## src/rtl/fp_align_prep.sv

```systemverilog
// fp_align_prep: two-stage operand preparation for an FP32 adder.
// S1 unpacks both operands, subtracts exponents (9-bit) and compares mantissas.
// S2 swaps so the larger magnitude comes first, clamps the shift, registers outputs.
// Optional feature macro: FP_SUBNORMAL_EN (defined -> subnormals unpacked,
// undefined -> exponent-0 operands flushed to zero).
module fp_align_prep #(
    parameter int unsigned SHIFT_CLAMP = 31
) (
    input  logic        clk,
    input  logic        rst_n,
    input  logic        in_valid,
    output logic        in_ready,
    input  logic [31:0] a,
    input  logic [31:0] b,
    output logic        out_valid,
    input  logic        out_ready,
    output logic [23:0] big_mant,
    output logic [23:0] small_mant,
    output logic [4:0]  shift,
    output logic [7:0]  big_exp,
    output logic        sign_big,
    output logic        eff_sub,
    output logic        swapped
);

    localparam logic [7:0] CLAMP = 8'(SHIFT_CLAMP);

    // S1 pipeline registers
    logic        s1_valid_q, s1_valid_d;
    logic [23:0] s1_mant_a_q, s1_mant_b_q;
    logic [7:0]  s1_exp_a_q, s1_exp_b_q;
    logic        s1_sign_a_q, s1_sign_b_q;
    logic [8:0]  s1_diff_q;
    logic        s1_a_big_q;

    // S2 (output) registers
    logic        out_valid_q, out_valid_d;
    logic [23:0] big_mant_q, small_mant_q;
    logic [4:0]  shift_q;
    logic [7:0]  big_exp_q;
    logic        sign_big_q, eff_sub_q, swapped_q;

    // Unpack results and S1 compare outcome
    logic [23:0] mant_a_d, mant_b_d;
    logic [7:0]  exp_a_d, exp_b_d;
    logic [8:0]  diff_d;
    logic        a_big_d;

    // S2 next values
    logic [23:0] big_mant_d, small_mant_d;
    logic [4:0]  shift_d;
    logic [7:0]  big_exp_d;
    logic        sign_big_d, eff_sub_d, swapped_d;
    logic [8:0]  neg_diff;
    logic [7:0]  mag;

    logic accept, s1_adv;

    // Handshake: S1 drains whenever S2 is empty or being consumed
    always_comb begin
        s1_adv      = s1_valid_q && (!out_valid_q || out_ready);
        in_ready    = !s1_valid_q || !out_valid_q || out_ready;
        accept      = in_valid && in_ready;
        s1_valid_d  = accept || (s1_valid_q && !s1_adv);
        out_valid_d = s1_adv || (out_valid_q && !out_ready);
    end

    // Unpack operands, exponent difference and magnitude compare
    always_comb begin
`ifdef FP_SUBNORMAL_EN
        mant_a_d = {(a[30:23] != 8'd0), a[22:0]};
        mant_b_d = {(b[30:23] != 8'd0), b[22:0]};
        exp_a_d  = (a[30:23] == 8'd0) ? 8'd1 : a[30:23];
        exp_b_d  = (b[30:23] == 8'd0) ? 8'd1 : b[30:23];
`else
        mant_a_d = (a[30:23] == 8'd0) ? '0 : {1'b1, a[22:0]};
        mant_b_d = (b[30:23] == 8'd0) ? '0 : {1'b1, b[22:0]};
        exp_a_d  = a[30:23];
        exp_b_d  = b[30:23];
`endif
        diff_d = {1'b0, exp_a_d} - {1'b0, exp_b_d};
        // Exact ties keep A as the larger operand
        if (diff_d[8])
            a_big_d = 1'b0;
        else if (diff_d != 9'd0)
            a_big_d = 1'b1;
        else
            a_big_d = (mant_a_d >= mant_b_d);
    end

    // S1 register stage
    always_ff @(posedge clk or negedge rst_n) begin
        if (!rst_n) begin
            s1_valid_q  <= 1'b0;
            s1_mant_a_q <= '0;
            s1_mant_b_q <= '0;
            s1_exp_a_q  <= '0;
            s1_exp_b_q  <= '0;
            s1_sign_a_q <= 1'b0;
            s1_sign_b_q <= 1'b0;
            s1_diff_q   <= '0;
            s1_a_big_q  <= 1'b0;
        end else begin
            s1_valid_q <= s1_valid_d;
            if (accept) begin
                s1_mant_a_q <= mant_a_d;
                s1_mant_b_q <= mant_b_d;
                s1_exp_a_q  <= exp_a_d;
                s1_exp_b_q  <= exp_b_d;
                s1_sign_a_q <= a[31];
                s1_sign_b_q <= b[31];
                s1_diff_q   <= diff_d;
                s1_a_big_q  <= a_big_d;
            end
        end
    end

    // Swap into big/small order and saturate the shift amount
    always_comb begin
        neg_diff     = '0 - s1_diff_q;
        mag          = s1_a_big_q ? s1_diff_q[7:0] : neg_diff[7:0];
        shift_d      = (mag > CLAMP) ? CLAMP[4:0] : mag[4:0];
        big_mant_d   = s1_a_big_q ? s1_mant_a_q : s1_mant_b_q;
        small_mant_d = s1_a_big_q ? s1_mant_b_q : s1_mant_a_q;
        big_exp_d    = s1_a_big_q ? s1_exp_a_q  : s1_exp_b_q;
        sign_big_d   = s1_a_big_q ? s1_sign_a_q : s1_sign_b_q;
        eff_sub_d    = s1_sign_a_q ^ s1_sign_b_q;
        swapped_d    = !s1_a_big_q;
    end

    // S2 output registers, held while downstream stalls
    always_ff @(posedge clk or negedge rst_n) begin
        if (!rst_n) begin
            out_valid_q  <= 1'b0;
            big_mant_q   <= '0;
            small_mant_q <= '0;
            shift_q      <= '0;
            big_exp_q    <= '0;
            sign_big_q   <= 1'b0;
            eff_sub_q    <= 1'b0;
            swapped_q    <= 1'b0;
        end else begin
            out_valid_q <= out_valid_d;
            if (s1_adv) begin
                big_mant_q   <= big_mant_d;
                small_mant_q <= small_mant_d;
                shift_q      <= shift_d;
                big_exp_q    <= big_exp_d;
                sign_big_q   <= sign_big_d;
                eff_sub_q    <= eff_sub_d;
                swapped_q    <= swapped_d;
            end
        end
    end

    assign out_valid  = out_valid_q;
    assign big_mant   = big_mant_q;
    assign small_mant = small_mant_q;
    assign shift      = shift_q;
    assign big_exp    = big_exp_q;
    assign sign_big   = sign_big_q;
    assign eff_sub    = eff_sub_q;
    assign swapped    = swapped_q;

endmodule

```

## config.mk

```make
export PLATFORM = sky130hd
export DESIGN_NAME = fp_align_prep
export DESIGN_NICKNAME = d
export VERILOG_FILES = /design/src/rtl/fp_align_prep.sv
export SDC_FILE = /design/constraint.sdc
export NUM_CORES = 1
export LEC_CHECK = 0
export CORE_ASPECT_RATIO = 0.8
export CORE_MARGIN = 2
export CORE_UTILIZATION = 55
export DETAILED_ROUTE_END_ITERATION = 7
export MAX_ROUTING_LAYER = met4
export PLACE_DENSITY = 0.95
export SETUP_SLACK_MARGIN = 0.2
export SLEW_MARGIN = 20
export SYNTH_ARGS = -nofsm -noshare
export SYNTH_HDL_FRONTEND = slang
export SYNTH_SLANG_ARGS = --single-unit
```

## constraint.sdc

```tcl
create_clock -name clk -period 3 [get_ports clk]
set_input_delay 0.45 -clock clk [delete_from_list [all_inputs] [get_ports clk]]
set_output_delay 0.45 -clock clk [all_outputs]
set_load 0.01 [all_outputs]
```

==> results by group <==
STA
  • FMAX: 375 MHz
  • Fin crit period: 2660 ps
  • Final setup vio count: 0
  • Slew at the pin closest to its max-slew limit: 813 ps
  • Final Cycle Share: 88.8%
  • Setup TNS: 0 ps
  • Final hold violation count: 0
  • Slew headroom: 45.8%
  • RSZ-0062 raised after global routing: no
  • Worst Clk Skew: 11.0 ps
  • Final Slew Violations: 0

Worst setup path
  • Worst Setup Start Kind: input port
  • CP top delay family: compound AO/OA/AOI/OAI gates
  • CP endpoint kind: register
  • CP max FO: 5
  • CP Cell Sequence: clkdlybuf4s50_1 > nor4_4 > nand2_2 > buf_6 > nand2_1 > ha_1 > a21o_1 > a2111oi_4 > nand4_1 > a2111oi_2 > a31oi_1
  • Worst EP required: 3280 ps
  • Critical path's slowest cell: clkdlybuf4s50_1
  • FF-to-FF setup slack: 1100 ps
  • Class of the most critical setup path: input port to register
  • CP bufs+invs: 2
  • Largest stage delay on the critical path: 460 ps
  • CP arrival: between 2000 and 3000 ps

Finish
  • Post-Layout Inst Area: 9400 um^2
  • Final design utilization: 77.3%
  • Final Net Count: between 900 and 1k
  • Share of cells above drive strength 1: 16.2%
  • Area Growth Syn to Fin: 37.1%
  • Antenna diodes: 0

Global route
  • Number of global-route vias before repair: 5479
  • First-pass GRT wire length: 27700 um
  • Aggregate global-route resource usage: 27.4%
  • Largest net degree at the start of global routing: 69
  • Initial antenna violation count: 0
  • Gr ovfl total: 0

Clock tree
  • Worst skew pair latency: 420 ps
  • Clk slew on worst S/H paths: ~60 ps
  • Total clock sinks: 141
  • CTS Buf Count: 17
  • Max clock buf depth: 2
  • Root buffer cell: clkbuf_16
  • Max H-tree Level: 4
  • CTS tree: yes

Power and ir drop
  • Clock power share: 34.1%
  • Switching share of power: roughly 29%
  • Sw power: between 1.5 and 2 mW
  • Cell leakage power: about 4.4 nW
  • Power per Cell Area: 674 nW/um^2
  • Final Power: 6.34 mW
  • Comb power frac: 25.1%
  • Maximum vdd ir drop: 492 uV
  • Sequential power share: 40.7%
  • Int Pwr: around 4.5 mW

Drt
  • Vias: 5540
  • Initial drt markers: 324
  • Vias per cell: 5.60
  • Post-route antenna net violation count: 0
  • Post-route DRC: 0
  • Drt total wl: 17400 um
  • Wire per inst: between 15 and 20 um
  • Pre-antenna DRT Iters: 5

Synthesis
  • Register bit total from synthesis: 141
  • Ys Warns: 0
  • Leading post-synthesis cells by cell area: dfrtp_1 51%, mux2i_1 8.6%, o21ai_0 7.7%
  • Post-synthesis cell area: 6860 um^2
  • Mapped Nets: 770
  • Yosys top cell by area: dfrtp_1
  • Mean post-synth cell area: just over 10 um^2
  • Top-area cell type share of the netlist area: around half
  • Count of cell types in the netlist: 36
  • Gate count of the mapped netlist: 668
  • Register area share after synthesis: 51.4%

Placement
  • Placed Area: 8580 um^2
  • Port Buffers: around 130
  • Final GP Congestion: 0.919
  • Hpwl dp: 11900 um

Floorplanning
  • Die ar.: between 10000 and 15000 um^2
  • Placeable Area: 12200 um^2
  • I/O Pins: about 130
  • Die Y-Extent: 104 um
  • Rows: 36
  • Initial Util: 56.4%
  • Die Wd: approximately 130 um

Flow run
  • Max cap viols: 0

Worst hold path
  • Worst hold path class: input port to asynchronous set/reset pin

Status
  • Status: completed
cells by family after synthesis:
group	Yosys count	synth area share (%)
AOI/OAI and AO/OA	141	11.3
buffers and inverters	50	2.90
adders and majority gates	34	6.31
muxes	92	14.0
DFF	141	51.4
xor gates and xnor gates	9	1.15
and+or+nand+nor	201	12.9
flip-flops by register name (all words and copies together) (netlist names), 5 cells and up:
| register | cells |
|---|---|
| small_mant | 24 |
| big_exp | 8 |
| big_mant | 24 |
| s1_mant_b_q | 24 |
| s1_exp_b_q | 8 |
| s1_diff_q | 8 |
| s1_exp_a_q | 8 |
| s1_mant_a_q | 24 |
| shift | 5 |
routing by layer:
layer | up-vias | GRT usage, % | routed length [um]
li1 | 2635 | - | -
met1 | 2698 | 36.1 | 7620
met2 | 183 | 44.3 | 8660
met3 | 24 | 5.04 | 844
met4 | 0 | 6.83 | 237
met5 | - | - | 0
layout make-up:
type / instances / area (um^2)
fill: 748 / 2760
tap: 152 / 190
clock inverter: 15 / 186
inverter: 14 / 52.6
clock buffer: 17 / 425
sequential: 141 / 3530
timing repair buffer: 174 / 1710
multi-input combinational: 477 / 3310
cell usage after synthesis (all sizes together):
master / number
a21oi: 12
or2b: 1
ha: 33
mux2: 33
nor4: 5
and2: 24
mux2i: 59
xor2: 4
nor3: 1
nand3b: 1
nor2: 18
a21o: 7
fa: 1
and3b: 1
o22ai: 1
or2: 1
xnor2: 5
a2111oi: 2
nand3: 3
inv: 14
o311a: 1
o21ai: 106
o31ai: 1
a31o: 1
nand4: 6
nand2: 131
or3: 2
a211oi: 4
buf: 15
nor2b: 2
clkbuf: 21
a31oi: 6
dfrtp: 141
nand2b: 5
path summary, 6_finish.rpt:
kind,start,end,cells past startpoint
worst min-delay path,rst_n,s1_mant_b_q[21],1
worst max register to register,s1_diff_q[1],shift[0],6
worst min register to register,big_mant[12],big_mant[12],2
max in group asynchronous,rst_n,small_mant[8],2
min in group clk,a[23],s1_exp_a_q[0],3
worst max-delay path,b[25],s1_a_big_q,11
cells in the final DEF (no fill, tap or decap), types with 6 or more instances in the layout:
| cell | count |
|---|---|
| dfrtp_1 | 140 |
| nand2_1 | 126 |
| clkdlybuf4s50_1 | 118 |
| o21ai_0 | 103 |
| mux2i_1 | 59 |
| mux2_2 | 33 |
| buf_4 | 33 |
| ha_1 | 29 |
| and2_1 | 22 |
| nor2_1 | 18 |
| clkbuf_16 | 17 |
| inv_1 | 14 |
| a21oi_1 | 12 |
| dlymetal6s2s_1 | 9 |
| a31oi_1 | 6 |
| a21o_1 | 6 |
| nand4_1 | 6 |
| buf_6 | 6 |
through the flow:
stage               worst slack (ps)  std cells  hold WS, ps
detailed placement              -503        955          470
finish                           335        990         12.1
global placement                -412        955          460
CTS                              201        989         37.8
floorplan                        347        668          154
global route                     225        990         65.2
power groups by stage:
stage / clock, mW / combinational [mW] / sequential [mW]
after floorplan: 0 / 0.710 / 2.60
after global placement: 0 / 1.50 / 2.58
after detailed placement: 0 / 1.55 / 2.60
after CTS: 2.18 / 1.59 / 2.58
after global routing: 2.27 / 1.74 / 2.63
final: 2.16 / 1.59 / 2.58
timing repair:
item / in CTS / in global routing
pin swaps: 18 / 14
setup buffers: 1 / 0
gates cloned: 1 / 1
resized for setup: 30 / 23
endpoints found under the setup margin: 1 / 1
hold buffers: 0 / 0
Power figures use the tool's default switching activity.
